## src/rtl/dram_line_pkg.sv

```systemverilog
// Shared types and AXI constants for the line-granular DDR3 AXI master.
package dram_line_pkg;

    typedef enum logic [2:0] {
        ST_IDLE,
        ST_AW,
        ST_W,
        ST_B,
        ST_AR,
        ST_R,
        ST_RSP
    } state_t;

    localparam logic [1:0] BURST_INCR = 2'b01;
    localparam logic [2:0] SIZE_16B   = 3'b100;
    localparam logic [1:0] RESP_OKAY  = 2'b00;

    // Number of byte-address bits covered by one cache line.
    function automatic int unsigned line_ofs_w(input int unsigned beats);
        return $clog2(beats * 16);
    endfunction

endpackage

```

## src/rtl/dram_line_master_if.sv

```systemverilog
// AXI4 bus between the line master and the DDR3 controller wrapper (128-bit data, 28-bit address).
interface dram_line_master_if;

    logic [3:0]   m_axi_awid;
    logic [27:0]  m_axi_awaddr;
    logic [7:0]   m_axi_awlen;
    logic [2:0]   m_axi_awsize;
    logic [1:0]   m_axi_awburst;
    logic         m_axi_awlock;
    logic [3:0]   m_axi_awcache;
    logic [2:0]   m_axi_awprot;
    logic [3:0]   m_axi_awqos;
    logic         m_axi_awvalid;
    logic         m_axi_awready;

    logic [127:0] m_axi_wdata;
    logic [15:0]  m_axi_wstrb;
    logic         m_axi_wlast;
    logic         m_axi_wvalid;
    logic         m_axi_wready;

    logic [3:0]   m_axi_bid;
    logic [1:0]   m_axi_bresp;
    logic         m_axi_bvalid;
    logic         m_axi_bready;

    logic [3:0]   m_axi_arid;
    logic [27:0]  m_axi_araddr;
    logic [7:0]   m_axi_arlen;
    logic [2:0]   m_axi_arsize;
    logic [1:0]   m_axi_arburst;
    logic         m_axi_arlock;
    logic [3:0]   m_axi_arcache;
    logic [2:0]   m_axi_arprot;
    logic [3:0]   m_axi_arqos;
    logic         m_axi_arvalid;
    logic         m_axi_arready;

    logic [3:0]   m_axi_rid;
    logic [127:0] m_axi_rdata;
    logic [1:0]   m_axi_rresp;
    logic         m_axi_rlast;
    logic         m_axi_rvalid;
    logic         m_axi_rready;

    modport master (
        output m_axi_awid, m_axi_awaddr, m_axi_awlen, m_axi_awsize, m_axi_awburst,
               m_axi_awlock, m_axi_awcache, m_axi_awprot, m_axi_awqos, m_axi_awvalid,
        input  m_axi_awready,
        output m_axi_wdata, m_axi_wstrb, m_axi_wlast, m_axi_wvalid,
        input  m_axi_wready,
        input  m_axi_bid, m_axi_bresp, m_axi_bvalid,
        output m_axi_bready,
        output m_axi_arid, m_axi_araddr, m_axi_arlen, m_axi_arsize, m_axi_arburst,
               m_axi_arlock, m_axi_arcache, m_axi_arprot, m_axi_arqos, m_axi_arvalid,
        input  m_axi_arready,
        input  m_axi_rid, m_axi_rdata, m_axi_rresp, m_axi_rlast, m_axi_rvalid,
        output m_axi_rready
    );

    modport slave (
        input  m_axi_awid, m_axi_awaddr, m_axi_awlen, m_axi_awsize, m_axi_awburst,
               m_axi_awlock, m_axi_awcache, m_axi_awprot, m_axi_awqos, m_axi_awvalid,
        output m_axi_awready,
        input  m_axi_wdata, m_axi_wstrb, m_axi_wlast, m_axi_wvalid,
        output m_axi_wready,
        output m_axi_bid, m_axi_bresp, m_axi_bvalid,
        input  m_axi_bready,
        input  m_axi_arid, m_axi_araddr, m_axi_arlen, m_axi_arsize, m_axi_arburst,
               m_axi_arlock, m_axi_arcache, m_axi_arprot, m_axi_arqos, m_axi_arvalid,
        output m_axi_arready,
        output m_axi_rid, m_axi_rdata, m_axi_rresp, m_axi_rlast, m_axi_rvalid,
        input  m_axi_rready
    );

endinterface

```

## src/rtl/dram_line_master.sv

```systemverilog
// Converts single cache-line read/write requests into one fixed-length INCR AXI4 burst each,
// producing exactly one response per request (including on bus error or loss of `locked`).
module dram_line_master
    import dram_line_pkg::*;
#(
    parameter int unsigned BEATS  = 4,
    parameter logic [3:0]  AXI_ID = 4'h0
) (
    input  logic                   clk,
    input  logic                   nrst,
    input  logic                   locked,
    input  logic                   req_valid,
    output logic                   req_ready,
    input  logic                   req_write,
    input  logic [27:0]            req_addr,
    input  logic [BEATS*128-1:0]   req_wdata,
    output logic                   resp_valid,
    input  logic                   resp_ready,
    output logic [BEATS*128-1:0]   resp_rdata,
    output logic                   resp_err,
    dram_line_master_if.master     m_axi
);

    localparam int unsigned LINE_W     = BEATS * 128;
    localparam int unsigned LINE_OFS_W = line_ofs_w(BEATS);
    localparam int unsigned BW         = $clog2(BEATS);
    localparam logic [27:0] ADDR_MASK  = ~((28'd1 << LINE_OFS_W) - 28'd1);
    localparam logic [BW-1:0] LAST_BEAT   = BW'(BEATS - 1);
    localparam logic [BW-1:0] PENULT_BEAT = BW'(BEATS - 2);

    state_t              state;
    logic [BW-1:0]       beat;
    logic [LINE_W-1:0]   line_q;
    logic [LINE_W-1:0]   line_ins;
    logic [27:0]         addr_aligned;
    logic                unused_ids;

    assign unused_ids   = ^{m_axi.m_axi_bid, m_axi.m_axi_rid};
    assign addr_aligned = req_addr & ADDR_MASK;
    assign req_ready    = (state == ST_IDLE) && locked;

    assign m_axi.m_axi_awid    = AXI_ID;
    assign m_axi.m_axi_awlen   = 8'(BEATS - 1);
    assign m_axi.m_axi_awsize  = SIZE_16B;
    assign m_axi.m_axi_awburst = BURST_INCR;
    assign m_axi.m_axi_awlock  = 1'b0;
    assign m_axi.m_axi_awcache = '0;
    assign m_axi.m_axi_awprot  = '0;
    assign m_axi.m_axi_awqos   = '0;
    assign m_axi.m_axi_wstrb   = '1;
    assign m_axi.m_axi_arid    = AXI_ID;
    assign m_axi.m_axi_arlen   = 8'(BEATS - 1);
    assign m_axi.m_axi_arsize  = SIZE_16B;
    assign m_axi.m_axi_arburst = BURST_INCR;
    assign m_axi.m_axi_arlock  = 1'b0;
    assign m_axi.m_axi_arcache = '0;
    assign m_axi.m_axi_arprot  = '0;
    assign m_axi.m_axi_arqos   = '0;

    // Read line with the current R beat dropped into its slot.
    always_comb begin
        line_ins = line_q;
        line_ins[{beat, 7'b0} +: 128] = m_axi.m_axi_rdata;
    end

    always_ff @(posedge clk or negedge nrst) begin
        if (!nrst) begin
            state                <= ST_IDLE;
            beat                 <= '0;
            line_q               <= '0;
            resp_valid           <= 1'b0;
            resp_rdata           <= '0;
            resp_err             <= 1'b0;
            m_axi.m_axi_awaddr   <= '0;
            m_axi.m_axi_awvalid  <= 1'b0;
            m_axi.m_axi_wdata    <= '0;
            m_axi.m_axi_wlast    <= 1'b0;
            m_axi.m_axi_wvalid   <= 1'b0;
            m_axi.m_axi_bready   <= 1'b0;
            m_axi.m_axi_araddr   <= '0;
            m_axi.m_axi_arvalid  <= 1'b0;
            m_axi.m_axi_rready   <= 1'b0;
        end else if (state == ST_IDLE) begin
            if (req_valid && locked) begin
                if (req_write) begin
                    m_axi.m_axi_awaddr  <= addr_aligned;
                    m_axi.m_axi_awvalid <= 1'b1;
                    line_q              <= req_wdata;
                    state               <= ST_AW;
                end else begin
                    m_axi.m_axi_araddr  <= addr_aligned;
                    m_axi.m_axi_arvalid <= 1'b1;
                    line_q              <= '0;
                    state               <= ST_AR;
                end
            end
        end else if (state == ST_RSP) begin
            if (resp_ready) begin
                resp_valid <= 1'b0;
                resp_err   <= 1'b0;
                resp_rdata <= '0;
                beat       <= '0;
                state      <= ST_IDLE;
            end
        end else if (!locked) begin
            // Abort: any in-flight handshake on this edge is deliberately ignored.
            m_axi.m_axi_awvalid <= 1'b0;
            m_axi.m_axi_wvalid  <= 1'b0;
            m_axi.m_axi_wlast   <= 1'b0;
            m_axi.m_axi_wdata   <= '0;
            m_axi.m_axi_bready  <= 1'b0;
            m_axi.m_axi_arvalid <= 1'b0;
            m_axi.m_axi_rready  <= 1'b0;
            line_q              <= '0;
            resp_rdata          <= '0;
            resp_err            <= 1'b1;
            resp_valid          <= 1'b1;
            state               <= ST_RSP;
        end else begin
            case (state)
                ST_AW: if (m_axi.m_axi_awready) begin
                    m_axi.m_axi_awvalid <= 1'b0;
                    m_axi.m_axi_wvalid  <= 1'b1;
                    m_axi.m_axi_wdata   <= line_q[127:0];
                    m_axi.m_axi_wlast   <= 1'b0;
                    line_q              <= line_q >> 128;
                    state               <= ST_W;
                end
                ST_W: if (m_axi.m_axi_wready) begin
                    if (m_axi.m_axi_wlast) begin
                        m_axi.m_axi_wvalid <= 1'b0;
                        m_axi.m_axi_wlast  <= 1'b0;
                        m_axi.m_axi_wdata  <= '0;
                        m_axi.m_axi_bready <= 1'b1;
                        state              <= ST_B;
                    end else begin
                        m_axi.m_axi_wdata <= line_q[127:0];
                        m_axi.m_axi_wlast <= (beat == PENULT_BEAT);
                        line_q            <= line_q >> 128;
                        beat              <= beat + 1'b1;
                    end
                end
                ST_B: if (m_axi.m_axi_bvalid) begin
                    m_axi.m_axi_bready <= 1'b0;
                    if (m_axi.m_axi_bresp != RESP_OKAY) resp_err <= 1'b1;
                    resp_valid         <= 1'b1;
                    state              <= ST_RSP;
                end
                ST_AR: if (m_axi.m_axi_arready) begin
                    m_axi.m_axi_arvalid <= 1'b0;
                    m_axi.m_axi_rready  <= 1'b1;
                    state               <= ST_R;
                end
                ST_R: if (m_axi.m_axi_rvalid) begin
                    if ((m_axi.m_axi_rresp != RESP_OKAY) ||
                        (m_axi.m_axi_rlast != (beat == LAST_BEAT)))
                        resp_err <= 1'b1;
                    line_q <= line_ins;
                    beat   <= beat + 1'b1;
                    if (beat == LAST_BEAT) begin
                        m_axi.m_axi_rready <= 1'b0;
                        resp_rdata         <= line_ins;
                        resp_valid         <= 1'b1;
                        state              <= ST_RSP;
                    end
                end
                default: ;
            endcase
        end
    end

endmodule
```

## src/flat_wrapper.sv

```systemverilog
// flat-port wrapper written by rule: the top's interface ports become plain ports
module dram_line_master_flat import dram_line_pkg::*;
#(
    parameter int unsigned BEATS  = 4,
    parameter logic [3:0]  AXI_ID = 4'h0
)
  (clk, nrst, locked, req_valid, req_ready, req_write, req_addr, req_wdata, resp_valid, resp_ready, resp_rdata, resp_err, m_axi_m_axi_awid, m_axi_m_axi_awaddr, m_axi_m_axi_awlen, m_axi_m_axi_awsize, m_axi_m_axi_awburst, m_axi_m_axi_awlock, m_axi_m_axi_awcache, m_axi_m_axi_awprot, m_axi_m_axi_awqos, m_axi_m_axi_awvalid, m_axi_m_axi_awready, m_axi_m_axi_wdata, m_axi_m_axi_wstrb, m_axi_m_axi_wlast, m_axi_m_axi_wvalid, m_axi_m_axi_wready, m_axi_m_axi_bid, m_axi_m_axi_bresp, m_axi_m_axi_bvalid, m_axi_m_axi_bready, m_axi_m_axi_arid, m_axi_m_axi_araddr, m_axi_m_axi_arlen, m_axi_m_axi_arsize, m_axi_m_axi_arburst, m_axi_m_axi_arlock, m_axi_m_axi_arcache, m_axi_m_axi_arprot, m_axi_m_axi_arqos, m_axi_m_axi_arvalid, m_axi_m_axi_arready, m_axi_m_axi_rid, m_axi_m_axi_rdata, m_axi_m_axi_rresp, m_axi_m_axi_rlast, m_axi_m_axi_rvalid, m_axi_m_axi_rready);
  dram_line_master_if m_axi_i ();
  input  logic clk;
  input  logic nrst;
  input  logic locked;
  input  logic req_valid;
  output logic req_ready;
  input  logic req_write;
  input  logic [27:0] req_addr;
  input  logic [BEATS*128-1:0] req_wdata;
  output logic resp_valid;
  input  logic resp_ready;
  output logic [BEATS*128-1:0] resp_rdata;
  output logic resp_err;
  output wire logic [$bits(m_axi_i.m_axi_awid)-1:0] m_axi_m_axi_awid;
  output wire logic [$bits(m_axi_i.m_axi_awaddr)-1:0] m_axi_m_axi_awaddr;
  output wire logic [$bits(m_axi_i.m_axi_awlen)-1:0] m_axi_m_axi_awlen;
  output wire logic [$bits(m_axi_i.m_axi_awsize)-1:0] m_axi_m_axi_awsize;
  output wire logic [$bits(m_axi_i.m_axi_awburst)-1:0] m_axi_m_axi_awburst;
  output wire logic [$bits(m_axi_i.m_axi_awlock)-1:0] m_axi_m_axi_awlock;
  output wire logic [$bits(m_axi_i.m_axi_awcache)-1:0] m_axi_m_axi_awcache;
  output wire logic [$bits(m_axi_i.m_axi_awprot)-1:0] m_axi_m_axi_awprot;
  output wire logic [$bits(m_axi_i.m_axi_awqos)-1:0] m_axi_m_axi_awqos;
  output wire logic [$bits(m_axi_i.m_axi_awvalid)-1:0] m_axi_m_axi_awvalid;
  input wire logic [$bits(m_axi_i.m_axi_awready)-1:0] m_axi_m_axi_awready;
  output wire logic [$bits(m_axi_i.m_axi_wdata)-1:0] m_axi_m_axi_wdata;
  output wire logic [$bits(m_axi_i.m_axi_wstrb)-1:0] m_axi_m_axi_wstrb;
  output wire logic [$bits(m_axi_i.m_axi_wlast)-1:0] m_axi_m_axi_wlast;
  output wire logic [$bits(m_axi_i.m_axi_wvalid)-1:0] m_axi_m_axi_wvalid;
  input wire logic [$bits(m_axi_i.m_axi_wready)-1:0] m_axi_m_axi_wready;
  input wire logic [$bits(m_axi_i.m_axi_bid)-1:0] m_axi_m_axi_bid;
  input wire logic [$bits(m_axi_i.m_axi_bresp)-1:0] m_axi_m_axi_bresp;
  input wire logic [$bits(m_axi_i.m_axi_bvalid)-1:0] m_axi_m_axi_bvalid;
  output wire logic [$bits(m_axi_i.m_axi_bready)-1:0] m_axi_m_axi_bready;
  output wire logic [$bits(m_axi_i.m_axi_arid)-1:0] m_axi_m_axi_arid;
  output wire logic [$bits(m_axi_i.m_axi_araddr)-1:0] m_axi_m_axi_araddr;
  output wire logic [$bits(m_axi_i.m_axi_arlen)-1:0] m_axi_m_axi_arlen;
  output wire logic [$bits(m_axi_i.m_axi_arsize)-1:0] m_axi_m_axi_arsize;
  output wire logic [$bits(m_axi_i.m_axi_arburst)-1:0] m_axi_m_axi_arburst;
  output wire logic [$bits(m_axi_i.m_axi_arlock)-1:0] m_axi_m_axi_arlock;
  output wire logic [$bits(m_axi_i.m_axi_arcache)-1:0] m_axi_m_axi_arcache;
  output wire logic [$bits(m_axi_i.m_axi_arprot)-1:0] m_axi_m_axi_arprot;
  output wire logic [$bits(m_axi_i.m_axi_arqos)-1:0] m_axi_m_axi_arqos;
  output wire logic [$bits(m_axi_i.m_axi_arvalid)-1:0] m_axi_m_axi_arvalid;
  input wire logic [$bits(m_axi_i.m_axi_arready)-1:0] m_axi_m_axi_arready;
  input wire logic [$bits(m_axi_i.m_axi_rid)-1:0] m_axi_m_axi_rid;
  input wire logic [$bits(m_axi_i.m_axi_rdata)-1:0] m_axi_m_axi_rdata;
  input wire logic [$bits(m_axi_i.m_axi_rresp)-1:0] m_axi_m_axi_rresp;
  input wire logic [$bits(m_axi_i.m_axi_rlast)-1:0] m_axi_m_axi_rlast;
  input wire logic [$bits(m_axi_i.m_axi_rvalid)-1:0] m_axi_m_axi_rvalid;
  output wire logic [$bits(m_axi_i.m_axi_rready)-1:0] m_axi_m_axi_rready;
  assign m_axi_m_axi_awid = m_axi_i.m_axi_awid;
  assign m_axi_m_axi_awaddr = m_axi_i.m_axi_awaddr;
  assign m_axi_m_axi_awlen = m_axi_i.m_axi_awlen;
  assign m_axi_m_axi_awsize = m_axi_i.m_axi_awsize;
  assign m_axi_m_axi_awburst = m_axi_i.m_axi_awburst;
  assign m_axi_m_axi_awlock = m_axi_i.m_axi_awlock;
  assign m_axi_m_axi_awcache = m_axi_i.m_axi_awcache;
  assign m_axi_m_axi_awprot = m_axi_i.m_axi_awprot;
  assign m_axi_m_axi_awqos = m_axi_i.m_axi_awqos;
  assign m_axi_m_axi_awvalid = m_axi_i.m_axi_awvalid;
  assign m_axi_i.m_axi_awready = m_axi_m_axi_awready;
  assign m_axi_m_axi_wdata = m_axi_i.m_axi_wdata;
  assign m_axi_m_axi_wstrb = m_axi_i.m_axi_wstrb;
  assign m_axi_m_axi_wlast = m_axi_i.m_axi_wlast;
  assign m_axi_m_axi_wvalid = m_axi_i.m_axi_wvalid;
  assign m_axi_i.m_axi_wready = m_axi_m_axi_wready;
  assign m_axi_i.m_axi_bid = m_axi_m_axi_bid;
  assign m_axi_i.m_axi_bresp = m_axi_m_axi_bresp;
  assign m_axi_i.m_axi_bvalid = m_axi_m_axi_bvalid;
  assign m_axi_m_axi_bready = m_axi_i.m_axi_bready;
  assign m_axi_m_axi_arid = m_axi_i.m_axi_arid;
  assign m_axi_m_axi_araddr = m_axi_i.m_axi_araddr;
  assign m_axi_m_axi_arlen = m_axi_i.m_axi_arlen;
  assign m_axi_m_axi_arsize = m_axi_i.m_axi_arsize;
  assign m_axi_m_axi_arburst = m_axi_i.m_axi_arburst;
  assign m_axi_m_axi_arlock = m_axi_i.m_axi_arlock;
  assign m_axi_m_axi_arcache = m_axi_i.m_axi_arcache;
  assign m_axi_m_axi_arprot = m_axi_i.m_axi_arprot;
  assign m_axi_m_axi_arqos = m_axi_i.m_axi_arqos;
  assign m_axi_m_axi_arvalid = m_axi_i.m_axi_arvalid;
  assign m_axi_i.m_axi_arready = m_axi_m_axi_arready;
  assign m_axi_i.m_axi_rid = m_axi_m_axi_rid;
  assign m_axi_i.m_axi_rdata = m_axi_m_axi_rdata;
  assign m_axi_i.m_axi_rresp = m_axi_m_axi_rresp;
  assign m_axi_i.m_axi_rlast = m_axi_m_axi_rlast;
  assign m_axi_i.m_axi_rvalid = m_axi_m_axi_rvalid;
  assign m_axi_m_axi_rready = m_axi_i.m_axi_rready;
  dram_line_master #(.BEATS(BEATS), .AXI_ID(AXI_ID)) u_core (.clk(clk), .nrst(nrst), .locked(locked), .req_valid(req_valid), .req_ready(req_ready), .req_write(req_write), .req_addr(req_addr), .req_wdata(req_wdata), .resp_valid(resp_valid), .resp_ready(resp_ready), .resp_rdata(resp_rdata), .resp_err(resp_err), .m_axi(m_axi_i));
endmodule
```

## config.mk

```make
export PLATFORM = sky130hd
export DESIGN_NAME = dram_line_master_flat
export DESIGN_NICKNAME = d
export VERILOG_FILES = /design/src/rtl/dram_line_pkg.sv /design/src/rtl/dram_line_master_if.sv /design/src/rtl/dram_line_master.sv /design/src/flat_wrapper.sv
export SDC_FILE = /design/constraint.sdc
export NUM_CORES = 2
export LEC_CHECK = 0
export BUFFER_PORTS_ARGS = -buffer_cell sky130_fd_sc_hd__buf_2
export CORE_AREA = 2 2 581 583
export DETAILED_ROUTE_END_ITERATION = 7
export DIE_AREA = 0 0 583 585
export GPL_TIMING_DRIVEN = 1
export PLACE_DENSITY_LB_ADDON = 0.08
export SETUP_SLACK_MARGIN = 0.2
export SYNTH_ARGS = -nofsm -noshare
export SYNTH_HDL_FRONTEND = slang
export SYNTH_SLANG_ARGS = --single-unit
```

## constraint.sdc

```tcl
create_clock -name clk -period 2.2 [get_ports clk]
set_input_delay 0.44 -clock clk [delete_from_list [all_inputs] [get_ports clk]]
set_output_delay 0.44 -clock clk [all_outputs]
set_load 0.02 [all_outputs]
```

Word level (Yosys, flattened, before mapping)

Cells that the tools add are included.
Widths: inputs -> output; s select.

Bits of input ports: 692
Memories: 0
Bits in latches: 0
Memory bits (read-only): 0
Flip-flop bits (word level): 1209
Bits in writable memories: 0
Logic and storage cells: 188
Output and inout port bits: 779

Div/mod/pow operators: 0
Eq/ne operators: 54
Multipliers: 0
Shift operators: 2
$lt $le $gt $ge: 0
Multiplexer cells: 90
Reduce and logical (&&, ||, !) cells: 22
Add/subtract/negate cells: 2
Bitwise logic cells: 3

Operator list:

| kind                       | number |
|---|---|
| $mux 512                   | 15 |
| $pmux 512 s3               | 1 |
| $bwmux 512                 | 1 |
| $mux 128                   | 4 |
| $shift 128x11->512 const A | 1 |
| $shiftx 128x11->512        | 1 |
| $pmux 128 s2               | 1 |
| $mux 1                     | 41 |
| $mux 3                     | 13 |
| $ne 3x1->1 const B         | 10 |
| $ne 5x3->1 const B         | 5 |
| $reduce_and 6->1           | 4 |
| $reduce_and 7->1           | 3 |
| $ne 4x3->1 const B         | 5 |
| $reduce_and 5->1           | 4 |
| $ne 3x3->1 const B         | 6 |
| $ne 3x2->1 const B         | 5 |
| $pmux 3 s5                 | 1 |
| $mux 2                     | 6 |
| $ne 4x2->1 const B         | 3 |
| $pmux 1 s2                 | 6 |
| $neg 9->11                 | 1 |
| $ne 5x2->1 const B         | 2 |
| $reduce_and 10->1          | 1 |
| 20 further kinds           | 33 |

Depth between registers and ports, before layout

Depth after elaboration: 8
Mapped depth: 9
Gate-level depth less buffers: 6

Worst setup path before layout

No wires, ideal clock.

Kind: reg2reg
From: register u_core.beat[0]
To: register u_core.line_q[426]
Cell stages (with the launch flop): 9
Required time: 2136 ps
Library setup time: 64 ps
Path slack: -39 ps
Arrival time: 2175 ps
Clock period less this slack: 2239 ps
Path buffers: 2
Cell sequence: dfrtp_1 -> inv_1 -> ha_1 -> nor4bb_1 -> clkbuf_1 -> clkbuf_1 -> a21oi_1 -> o21ai_0 -> mux2_2

Word-level cells in the longest chain between the ends: 8
Elaborated cells between the ends (all ways): 9
Those cells by class: add/sub (1); shift (2); mux (6)

RTL lines:

| what                                                             | RTL line                | source |
|---|---|---|
| start: declaration                                               | dram_line_master.sv:32  | `logic [BW-1:0] beat;` |
| start signal: assignment                                         | dram_line_master.sv:140 | `beat <= beat + 1'b1;` |
| start signal: assignment                                         | dram_line_master.sv:159 | `beat <= beat + 1'b1;` |
| $neg 9->11 (*)                                                   | dram_line_master.sv:63  | `line_ins[{beat, 7'b0} +: 128] = m_axi.m_axi_rdata;` |
| $shiftx 128x11->512 / $shift 128x11->512 (equally long branches) | dram_line_master.sv:63  |  |
| $bwmux 512 (*)                                                   | dram_line_master.sv:63  |  |
| $mux 512 (*)                                                     | dram_line_master.sv:154 | `ST_R: if (m_axi.m_axi_rvalid) begin` |
| $pmux 512 s3 (*)                                                 | dram_line_master.sv:120 | `case (state)` |
| $mux 512 (*)                                                     | dram_line_master.sv:105 | `end else if (!locked) begin` |
| $mux 512 (*)                                                     | dram_line_master.sv:97  | `end else if (state == ST_RSP) begin` |
| $mux 512 (*)                                                     | dram_line_master.sv:83  | `end else if (state == ST_IDLE) begin` |
| end signal: assignment                                           | dram_line_master.sv:88  | `line_q <= req_wdata;` |
| end signal: assignment                                           | dram_line_master.sv:126 | `line_q <= line_q >> 128;` |
| end signal: assignment                                           | dram_line_master.sv:139 | `line_q <= line_q >> 128;` |
| end: declaration                                                 | dram_line_master.sv:33  | `logic [LINE_W-1:0] line_q;` |

Every way passes the cells marked *; elsewhere a longest branch is shown, timed or not. The select of a mux whose other input is x is not followed.
A chain may end at the register's enable or synchronous reset.

Worst setup path in the final report

From: register u_core.state[1]
To: register u_core.resp_rdata[96]

Word-level cells in the longest chain between the ends: 3
Elaborated cells between the ends (all ways): 10
Those cells by class: eq/ne (6); mux (1); bitwise (1); reduce/logical (2)

RTL lines:

| what                                         | RTL line                | source |
|---|---|---|
| start: declaration                           | dram_line_master.sv:31  | `state_t state;` |
| start signal: assignment                     | dram_line_master.sv:68  | `state <= ST_IDLE;` |
| start signal: assignment                     | dram_line_master.sv:89  | `state <= ST_AW;` |
| start signal: assignment                     | dram_line_master.sv:94  | `state <= ST_AR;` |
| $eq 3x3->1 (tied with other cells)           | dram_line_master.sv:97  |  |
| $ne 3x1->1 (no line) (tied with other cells) | n/a                     |  |
| $reduce_and 5->1 (no line)                   | n/a                     |  |
| end signal: assignment                       | dram_line_master.sv:162 | `resp_rdata <= line_ins;` |
| end: declaration                             | dram_line_master.sv:19  | `output logic [BEATS*128-1:0] resp_rdata,` |

Parallel ways exist; a longest one is shown, timed or not.

==> impl_metrics.csv <==
group,metric,value,unit
hold_path,hold_depth,3,
setup_path,crit_arrival,3.19,ns
floorplanning,core_area,335000,µm²
placement,place.detailed.instances,11400,
power_and_ir_drop,power.ir.vdd_worst,0.746,mV
synthesis,dominantRegCellSynth,"sky130_fd_sc_hd__dfrtp_1",
synthesis,netlist_top_cells_area,"sky130_fd_sc_hd__dfrtp_1 50%, sky130_fd_sc_hd__mux2_2 11%, sky130_fd_sc_hd__a222oi_1 6.3%, sky130_fd_sc_hd__nor2b_1 5.4%, sky130_fd_sc_hd__mux2i_1 4.3%",
setup_path,r2r_cells,12,
power_and_ir_drop,power_density,1520,nW/µm²
final_layout,most-common-layout-cells,"1368 x sky130_fd_sc_hd__buf_2, 1205 x sky130_fd_sc_hd__dfrtp_1, 615 x sky130_fd_sc_hd__dlygate4sd3_1",
power_and_ir_drop,p_leak,45.6,nW
sta,maxSlewViolCount,0,
clock_tree,cts_max_path_bufs,4,
floorplanning,die-area,341000,µm²
synthesis,synth_cell_types,60,
placement,place_congestion,0.834,
drt,dr.pass1.iters,8,
floorplanning,floorplan.die.height,585,µm
drt,drcViolationCount,17,
sta,fin_crit_sh,1.12,
global_route,gr-total-overflow,0,
sta,setup_repair_after_global_routing_missed_its_margin,"yes",
sta,totalNegativeSetupSlack,-131.74,ns
sta,finalWorstPathRequiredPeriod,2.47,ns
setup_path,cp_data_required_time,2.93,ns
sta,timing.clock.skew,0.0629,ns
sta,max-slew-margin-rel,0.546,
synthesis,yosysTopAreaCellShare,0.496,
synthesis,yosys_register_bits,1209,
synthesis,netlist_instances,5560,
final_layout,layout-area-overhead-vs-synth,58.0,%
outcome,status,"finished, violations left",
synthesis,yosysTopAreaCell,"sky130_fd_sc_hd__dfrtp_1",
drt,route.detailed.wl_per_inst,30.8,µm
global_route,global_route.usage.total,0.212,
sta,total_setup_violations_reported_at_the_end_of_the_flow,1107,
setup_path,critPathKind,"flop to flop",
final_layout,layout_commonest_cell,"sky130_fd_sc_hd__buf_2",
synthesis,syn_area_per_cell,11.0,µm²
setup_path,setup.worst_path.start_class,"flop",
placement,portBuffers,1370,
placement,dpl_worst_slack,-0.640,ns
sta,clock.fmax,0.406,GHz
clock_tree,cts_sinks,1209,
synthesis,post_synth_instance_area,61000,µm²
sta,hold_violations,0,
drt,dr_total_vias,58200,
floorplanning,die_width,583,µm
drt,antenna_left,0,
synthesis,synth_edf_count,0,
clock_tree,cts_buffers,170,
synthesis,proportion_of_synthesized_flip_flops_having_asynchronous_set_or_reset,1.00,
global_route,grt_first_pass_wirelength,510000,µm
floorplanning,initial_utilization,0.182,
clock_tree,clk_pin_slew_worst_paths,0.06,ns
global_route,maximum_number_of_pins_on_one_net_before_global_route_repair,89,
hold_path,hp-class,"input port to flop",
clock_tree,clk-insertion-delay-late,0.89,ns
drt,initialDrtViolationCount,6077,
sta,tightest_slew,0.676,ns
clock_tree,cts_tree,"done",
placement,dpl-instance-area,77500,µm²
final_layout,ratio_of_cells_with_drive_above_1_in_the_final_layout,0.400,
global_route,grt_pass1_vias,60200,
final_layout,final_instance_area,96400,µm²
final_layout,layout.nets,8799,
setup_path,worstPathMaxFanout,8,
run,drv.max_cap_violation_count,0,
synthesis,yosys_warnings,0,
drt,drt_wl_total,391000,µm
global_route,grt_antenna_before_repair,110,
synthesis,post_synthesis_sequential_area_ratio,0.496,
floorplanning,number_of_placement_rows,213,
drt,vias_per_cell,4.58,
outcome,violations_in_the_final_reports,"DRC, setup timing",
clock_tree,ctsHtreeMaxLevel,4,
floorplanning,boundaryPins,1471,
final_layout,layoutNonFillerInstCount,12700,
placement,dp_hpwl,277000,µm
clock_tree,clock-root-buffer,"sky130_fd_sc_hd__clkbuf_16",
setup_path,endpoint_kind,"flop",
sta,final_critical_path_setup_slack,-0.266,ns
==> cell families after synthesis <==
| kind of cell | share of synthesized area |
|---|---|
| and+or+nand+nor | 0.0974 |
| DFF | 0.496 |
| AOI/OAI and AO/OA | 0.166 |
| buffers and inverters | 0.0692 |
| adders and majority gates | 0.00123 |
| other | 0.000123 |
| xor gates and xnor gates | 0.000287 |
| muxes | 0.169 |
==> worst max-delay path, cell delays in order (launching register included) <==
cell and delay [ns]:
sky130_fd_sc_hd__dfrtp_2 0.45, sky130_fd_sc_hd__buf_6 0.14, sky130_fd_sc_hd__buf_6 0.10, sky130_fd_sc_hd__nor2b_4 0.11
sky130_fd_sc_hd__a311o_1 0.30, sky130_fd_sc_hd__o221ai_4 0.12, sky130_fd_sc_hd__buf_6 0.16, sky130_fd_sc_hd__buf_16 0.13
sky130_fd_sc_hd__buf_12 0.13, sky130_fd_sc_hd__buf_12 0.13, sky130_fd_sc_hd__buf_12 0.10, sky130_fd_sc_hd__buf_16 0.13
sky130_fd_sc_hd__mux2_4 0.30
==> power by group <==
part / total (mW) / internal, mW / leakage, nW / switching [mW]
Combinational: 82.2 / 37.8 / 26.2 / 44.4
Clock: 28.4 / 16.6 / 2.75 / 11.8
Sequential: 36.1 / 29.6 / 16.6 / 6.42
==> metal layers <==
| layer | GRT usage | vias up | share of wire |
|---|---|---|---|
| li1 | - | 25300 | - |
| met1 | 0.269 | 30200 | 0.42 |
| met2 | 0.355 | 2258 | 0.48 |
| met3 | 0.0488 | 456 | 0.068 |
| met4 | 0.0637 | 50 | 0.032 |
| met5 | 0 | - | 0.00076 |
==> synthesized netlist by cell type, types with 117 or more instances <==
cell                        instances
sky130_fd_sc_hd__clkbuf_1         258
sky130_fd_sc_hd__inv_1            265
sky130_fd_sc_hd__nor2_1           388
sky130_fd_sc_hd__nor2b_1          523
sky130_fd_sc_hd__buf_4            153
sky130_fd_sc_hd__a22o_1           129
sky130_fd_sc_hd__dfrtp_1         1209
sky130_fd_sc_hd__o2bb2ai_1        256
sky130_fd_sc_hd__nand2_1          266
sky130_fd_sc_hd__a21oi_1          391
sky130_fd_sc_hd__buf_2            117
sky130_fd_sc_hd__o21ai_0          134
sky130_fd_sc_hd__mux2_2           615
sky130_fd_sc_hd__mux2i_1          260
sky130_fd_sc_hd__a222oi_1         384
==> area by class of cell <==
cell class	instances	area [µm²]
diodes	66	165
clock buffers	247	5000
clock inverters	51	569
fillers	35400	239000
inverters	266	1010
multi-input cells	3575	28200
flip-flops and latches	1209	30300
well taps	4407	5510
repair buffers	2879	25600
==> worst paths after layout <==
check                                             end  slack [ns]                  start
worst max-delay path            u_core.resp_rdata[96]       -0.27        u_core.state[1]
worst min-delay path               u_core.line_q[220]        0.07  m_axi_m_axi_rdata[92]
worst max register to register  u_core.resp_rdata[96]       -0.27        u_core.state[1]
worst min register to register        u_core.resp_err        0.49        u_core.resp_err
max in group asynchronous          u_core.line_q[203]        1.02                   nrst
min in group asynchronous          u_core.line_q[468]        0.16                   nrst
==> registers in the layout, indices dropped and copies added (netlist names) <==
| register | flops |
|---|---|
| u_core.m_axi.m_axi_wlast | 1 |
| u_core.m_axi.m_axi_awaddr | 22 |
| u_core.m_axi.m_axi_bready | 1 |
| u_core.state | 3 |
| u_core.m_axi.m_axi_wvalid | 1 |
| u_core.line_q | 512 |
| u_core.resp_valid | 1 |
| u_core.resp_rdata | 512 |
| u_core.m_axi.m_axi_rready | 1 |
| u_core.m_axi.m_axi_arvalid | 1 |
| u_core.m_axi.m_axi_araddr | 22 |
| u_core.resp_err | 1 |
| u_core.beat | 2 |
| u_core.m_axi.m_axi_wdata | 128 |
| u_core.m_axi.m_axi_awvalid | 1 |
==> stage by stage <==
step	power, mW	util	hold slack [ns]
2_1_floorplan	69.0	-	0.144
3_3_place_gp	100	0.231	0.456
3_5_place_dp	100	0.231	0.452
4_1_cts	138	0.275	0.000376
5_1_grt	154	0.287	0.0251
6_report	147	0.287	0.0698
==> timing repair <==
item | CTS | global route
endpoints found under the setup margin | 1286 | 1243
hold endpoints to repair | 905 | 0
gates resized for setup | 208 | 394
pin swaps | 37 | 156
hold buffers | 615 | 0
gates cloned | 41 | 62
buffers inserted | 79 | 96
Power figures use the tool's default switching activity.
